File: config.mk
export PLATFORM = sky130hd
export DESIGN_NAME = key_enc
export DESIGN_NICKNAME = d
export VERILOG_FILES = /design/src/rtl/key_enc_pkg.sv /design/src/rtl/key_deb.sv /design/src/rtl/key_enc.sv
export SDC_FILE = /design/constraint.sdc
export NUM_CORES = 1
export LEC_CHECK = 0
export ABC_AREA = 1
export CAP_MARGIN = 20
export CORE_MARGIN = 2
export CORE_UTILIZATION = 57
export DETAILED_ROUTE_END_ITERATION = 12
export HOLD_SLACK_MARGIN = 0.05
export PLACE_DENSITY = 0.83
export SLEW_MARGIN = 10
export SYNTH_ARGS = -nofsm -noshare
export SYNTH_HDL_FRONTEND = slang
export SYNTH_SLANG_ARGS = --single-unit
File: constraint.sdc
create_clock -name clk -period 3.6 [get_ports clk]
set_clock_uncertainty 0.05 [all_clocks]
set_input_delay 0.54 -clock clk [delete_from_list [all_inputs] [get_ports clk]]
set_output_delay 0.54 -clock clk [all_outputs]
set_load 0.02 [all_outputs]
File: src/rtl/key_enc_pkg.sv
// Shared types and helpers for the four-line active-low key encoder.
package key_enc_pkg;

  typedef enum logic [1:0] {
    IDLE,
    PEND,
    HELD
  } state_t;

  localparam logic [1:0] KEY0 = 2'd0;
  localparam logic [1:0] KEY1 = 2'd1;
  localparam logic [1:0] KEY2 = 2'd2;
  localparam logic [1:0] KEY3 = 2'd3;

  // Lowest-index active (zero) line wins.
  function automatic logic [1:0] pri_enc(input logic [3:0] d);
    if (!d[0])      pri_enc = KEY0;
    else if (!d[1]) pri_enc = KEY1;
    else if (!d[2]) pri_enc = KEY2;
    else            pri_enc = KEY3;
  endfunction

  function automatic logic multi_zero(input logic [3:0] d);
    multi_zero = ($countones(~d) > 1);
  endfunction

endpackage

File: src/rtl/key_deb.sv
// Two-flop synchroniser plus debouncer for four active-low request lines.
module key_deb
  import key_enc_pkg::*;
#(
  parameter int unsigned DEBOUNCE_CYCLES = 16,
  parameter int unsigned CNT_W           = $clog2(DEBOUNCE_CYCLES)
) (
  input  logic       clk,
  input  logic       rst,
  input  logic [3:0] line_n,
  output logic [3:0] deb
);

  localparam logic [CNT_W-1:0] CNT_MAX = CNT_W'(DEBOUNCE_CYCLES - 1);

  logic [3:0]       s1;
  logic [3:0]       s2;
  logic [3:0]       last;
  logic [CNT_W-1:0] cnt;

  always_ff @(posedge clk) begin
    if (rst) begin
      s1   <= '1;
      s2   <= '1;
      last <= '1;
      deb  <= '1;
      cnt  <= '0;
    end else begin
      s1 <= line_n;
      s2 <= s1;
      // cnt saturates at CNT_MAX so a long hold keeps reloading deb harmlessly
      if (s2 != last) begin
        last <= s2;
        cnt  <= '0;
      end else if (cnt == CNT_MAX) begin
        deb <= last;
      end else begin
        cnt <= cnt + 1'b1;
      end
    end
  end

endmodule

File: src/rtl/key_enc.sv
// Four-line key encoder: debounced one-hot presses become 2-bit code events
// on a valid/ready handshake. Optional multi-key rejection: MULTI_KEY_DETECT_EN.
module key_enc
  import key_enc_pkg::*;
#(
  parameter int unsigned DEBOUNCE_CYCLES = 16,
  parameter int unsigned CNT_W           = $clog2(DEBOUNCE_CYCLES)
) (
  input  logic       clk,
  input  logic       rst,
  input  logic       enable,
  input  logic [3:0] line_n,
  output logic [1:0] code_out,
  output logic       valid,
  input  logic       ready,
  output logic       multi
);

  logic [3:0] deb;
  state_t     state;

  key_deb #(
    .DEBOUNCE_CYCLES(DEBOUNCE_CYCLES),
    .CNT_W          (CNT_W)
  ) u_deb (
    .clk   (clk),
    .rst   (rst),
    .line_n(line_n),
    .deb   (deb)
  );

`ifdef MULTI_KEY_DETECT_EN
  always_ff @(posedge clk) begin
    if (rst) begin
      state    <= IDLE;
      code_out <= KEY0;
      valid    <= 1'b0;
      multi    <= 1'b0;
    end else begin
      multi <= 1'b0;
      if (!enable) begin
        state <= IDLE;
        valid <= 1'b0;
      end else begin
        unique case (state)
          IDLE: begin
            if (multi_zero(deb)) begin
              multi <= 1'b1;
              state <= HELD;
            end else if (deb != '1) begin
              code_out <= pri_enc(deb);
              valid    <= 1'b1;
              state    <= PEND;
            end
          end
          PEND: begin
            if (ready) begin
              valid <= 1'b0;
              state <= HELD;
            end
          end
          HELD:    if (deb == '1) state <= IDLE;
          default: state <= IDLE;
        endcase
      end
    end
  end
`else
  assign multi = 1'b0;

  always_ff @(posedge clk) begin
    if (rst) begin
      state    <= IDLE;
      code_out <= KEY0;
      valid    <= 1'b0;
    end else if (!enable) begin
      state <= IDLE;
      valid <= 1'b0;
    end else begin
      unique case (state)
        IDLE: begin
          if (deb != '1) begin
            code_out <= pri_enc(deb);
            valid    <= 1'b1;
            state    <= PEND;
          end
        end
        PEND: begin
          if (ready) begin
            valid <= 1'b0;
            state <= HELD;
          end
        end
        HELD:    if (deb == '1) state <= IDLE;
        default: state <= IDLE;
      endcase
    end
  end
`endif

endmodule
==> reports/results.txt <==
Post-synth top cells -> nand2_1, dfxtp_1, inv_1, nand3_1, or2_2
CP Cell Sequence -> clkdlybuf4s50_1
final setup violation count -> 0
setup slack after layout -> 1.724 ns
worst path required time -> 3.01 ns
post-CTS setup buffers -> 0
port bufs -> 10
H-tree Lvls -> 1
Startpoint Class -> flip-flop
number of remaining DRC errors -> 0
EDFF count, synth -> 0
worst endpoint data arrival time -> 1.29 ns
max incr delay on CP -> 0.60 ns
largest family of logic cells by synthesized area -> simple AND/OR/NAND/NOR gates
Max-Cap Viols -> 0
Pre-antenna DRT Iters -> 4
Clk pin slew, worst setup/hold paths -> 0.14 ns
Synth Instances -> 119
first-pass GRT wire length -> 2794 um
Cell Area, Placed -> 1144 sq um
largest area contributor in the netlist -> dfxtp_1
reg2reg path depth -> 6
post-CTS resize count -> 0
register area -> 500.5 sq um
xor and xnor area share after synthesis -> 0.8526%
Core Area -> 1708 sq um
Post-Synth Simple-Gate Area -> 36.91%
CTS Root Buffer Type -> clkbuf_4
Max clock buf depth -> 2
CP Capture Type -> output pin
fin. max-slew vios -> 0
yosys warns -> 0
Place WS -> 1.726 ns
worst min path class -> reg2reg
row count -> 15
maximum clock frequency -> 0.5329 GHz
syn_nets -> 128
Crit Path Class -> reg2out
Bufs and invs on worst path -> 1
top-area cell type share of the netlist area -> 48.72%
Worst Hold Depth -> 1
Die X -> 46.45 um
CP top delay family -> buffers and inverters
Clk Latency, worst-skew pair -> 0.32 ns
GRT Overall Usage -> 18.69%
Unique masters post-synth -> 21
final WL -> 1600 um
async set or reset register ratio after synthesis -> 0%
Post-DP HPWL -> 1211 um
Post-Route Hold Slack -> 0.3773 ns
Area Growth Syn to Fin -> 14.01%
post-synthesis sequential area ratio -> 48.72%
share of layout cells above drive strength 1 -> 17.56%
chip height -> 46.45 um
DR WL/cell -> 10.26 um
initial antenna violation count -> 0
DR vias -> 779
Via density -> 4.994
grt ovf -> 0
power density over the cells -> 386.2 nW/um^2
# IOs -> 12
crit path max fanout -> 2
maximum vdd drop -> 0.2284 mV
Detailed Route Iter0 Violations -> 22
top cells by area, synth -> dfxtp_1, nand2_1, inv_1
mux contribution to synthesized area -> 0%
Routed Antenna Nets -> 0
Inserted Clock Buffers -> 3
top_reg_cell synth -> dfxtp_1
adder-cell share of the synthesized area -> 1.218%
vias in the first global route -> 703
Period Utilization, post-route -> 52.12%
flop and latch count out of synthesis -> 25
diode count -> 0
largest net degree at the start of global routing -> 15
GPL Wtd Cong -> 0.7341
Post-CTS Hold Fix Bufs -> 0
Multi-input gate area -> 455.4 sq um
Tot Pwr -> 0.4523 mW
Sum Neg Setup Slack -> 0 ns
Stages on worst setup path -> 1
Synth Cell Area -> 1027 sq um
# fillers -> 140
Hold Fails Final Rpt -> 0
final instance area -> 1171 sq um
RSZ-0062 raised after global routing -> no
leakage power -> 0.5438 nW
CTS tree -> yes
nets -> 141
most common cell in the netlist -> nand2_1
initial core utilization -> 60.15%
Final min period -> 1.876 ns
Sink Count -> 25
die area -> 2158 sq um
Synth Area in Compound Gates -> 4.994%
status -> complete, no violations
Crit-path slowest cell -> clkdlybuf4s50_1
Post-Syn Area per Cell -> 8.632 sq um
==> flip-flops by register name, indices dropped and copies added (netlist names) <==
name	cells
u_deb.cnt	4
u_deb.deb	4
u_deb.last	4
u_deb.s1	4
u_deb.s2	4
code_out	2
state	2
valid	1
==> metrics by stage <==
stage,utilization [%],cells
CTS,68.57,156
finish,68.57,156
floorplan,-,119
global placement,66.96,152
detailed placement,66.96,152
global route,68.57,156
==> path summary, 6_finish.rpt <==
kind | from | endpoint | slack, ns
worst max register to register | u_deb.cnt[0] | u_deb.deb[2] | 2.23
worst min-delay path | u_deb.s1[2] | u_deb.s2[2] | 0.38
worst max-delay path | valid | valid | 1.72
worst min register to register | u_deb.s1[2] | u_deb.s2[2] | 0.38
==> cell families (layout without fill, tap and decap cells) <==
| family | Yosys count | count (layout) |
|---|---|---|
| simple gates | 65 | 65 |
| flops | 25 | 25 |
| buf+inv | 17 | 29 |
| compound gates | 9 | 9 |
| fa+ha+maj | 1 | 1 |
| other cells | 1 | 1 |
| xor+xnor | 1 | 1 |
==> layout by cell type, fill, tap and decap left out, drive strengths merged <==
master,instances
dfxtp,25
xnor2,1
a21boi,1
nand3,12
clkbuf,3
nand3b,1
clkinv,1
a21oi,8
clkdlybuf4s50,10
conb,1
nor2,7
or2,8
nand2,30
inv,15
ha,1
nor3,1
nand4,6
==> layer usage <==
metal,global-route usage [%],part of all wire [%],vias up
li1,-,-,408
met1,21.39,44,345
met2,32.22,48,22
met3,4.706,6.1,4
met4,8.571,1.7,0
met5,0,0,-
==> worst register-to-register path, stage by stage, from the launching register on <==
cell	delay, ns
dfxtp_1	0.40
ha_1	0.21
nand3_1	0.15
inv_1	0.22
nand3_4	0.11
nand2_1	0.06
nand3_1	0.06
==> where the power goes <==
group / internal, mW / total, mW / switching [mW]
Combinational: 0.0191 / 0.0423 / 0.0233
Clock: 0.0415 / 0.122 / 0.0804
Sequential: 0.284 / 0.288 / 0.00404
Total: 0.345 / 0.452 / 0.108
==> cell type report <==
type                       count  area share [%]
inverter                      15           4.808
sequential                    25           42.74
tap                           25           2.671
clock inverter                 1          0.4274
timing repair buffer          10           8.547
multi-input combinational     77           38.89
clock buffer                   3           1.923
No activity file was read; power rests on OpenSTA's default activity.
==> variant (same flow settings) <==
The option `MULTI_KEY_DETECT_EN` is turned on by a define.
--- a/src/rtl/key_enc.sv
+++ b/src/rtl/key_enc.sv
@@ -1,5 +1,7 @@
 // Four-line key encoder: debounced one-hot presses become 2-bit code events
 // on a valid/ready handshake. Optional multi-key rejection: MULTI_KEY_DETECT_EN.
+`define MULTI_KEY_DETECT_EN
+
 module key_enc
   import key_enc_pkg::*;
 #(
Behaviour: same outputs for any inputs over 10 cycles, from zero or initial values and one cycle with rst high; that may be too few to reach the edited logic, so the function may still have changed.
==> variant against the original RTL <==
- clock power is 16% higher
- sequential cell count grew 1
- wire length increased by 12%
- final area rose by 9.8%
- synthesized area is 8.4% higher
- via count is 15% higher
- utilization up 3.6 points
- setup slack improved by 0.018 ns
- die area rose by 7.7%
- power grew 4.8%
==> variant: results (changes against the original RTL) <==
The total number of nets in the final design came out at 166 (+18%). The flow ran to the end, and the final reports show no timing, DRC or antenna violations. The startpoint identified for the worst hold timing path is u_deb.s1[3]. The met3 wirelength from detailed routing is 45 microns (-54%). The count of flip-flops and latches is 26 (+4.0%). The number of vias in the routed layout is 893 (+15%). The overall power after layout is 474 uW (+4.8%).

The endpoint identified for the worst register-to-register timing path is valid. The critical path data arrival time came out at 1.27 ns (-0.02 ns). The net count after synthesis is 151 (+18%). The area of the die was 0.00232 sq mm (+7.7%). The final-layout clock buffer total is 4 (+1). The commonest cells after synthesis are nand2_1, dfxtp_1, inv_1. The total number of multi-input combinational cells was 94 (+22%). The met3 usage came out at 2.22% (-2.5 points). The count of buffers from port buffering came out at 11 (+1).

The multi-input combinational area share came to 40.2% (+1.3 points). Yosys attributes the largest share of cell area to dfxtp_1, nand2_1, inv_1. The launch instance of the worst register-to-register path is u_deb.deb[3].

The placed instance area was 0.00125 sq mm (+9.3%). The total non-filler cell area in the finished layout came to 0.00129 sq mm (+9.8%). The power drawn by the sequential cells came out at 299 uW (+4%). The global routing usage on met1 came out at 18.4% (-3.0 points). The relative area of clock buffers and inverters in the final design came out at 2.82% (+0.47 points).

The global placer's final weighted congestion is 0.678 (-7.7%).
==> variant: cell types whose count changed in the layout (fill, tap and decap cells not counted), sizes merged, moves of 2 or more <==
cell	unedited run	this run
a21oi	8	6
inv	15	19
nand2	30	35
nor2	7	17
o21ai	0	5
==> variant: worst max-delay path by stage <==
| stage | startpoint | to |
|---|---|---|
| after global placement | rst | state[1] |
| final | valid | valid |
| after CTS | valid | valid |
| after detailed placement | rst | state[1] |
| after floorplan | u_deb.deb[3] | valid |
| after global routing | code_out[1] | code_out[1] |
==> variant: cell families after synthesis <==
logic type	synth area share, %
adder cells (fa/ha/maj)	4.04
buffers and inverters	6.85
AND/OR/NAND/NOR	36.4
flip-flops	46.7
AO/OA/AOI/OAI	5.96
==> variant: metrics by stage <==
stage	hold slack [ns]	instances
floorplan	0.339	140
global placement	0.346	175
detailed placement	0.349	175
CTS	0.381	179
global route	0.393	179
finish	0.376	179
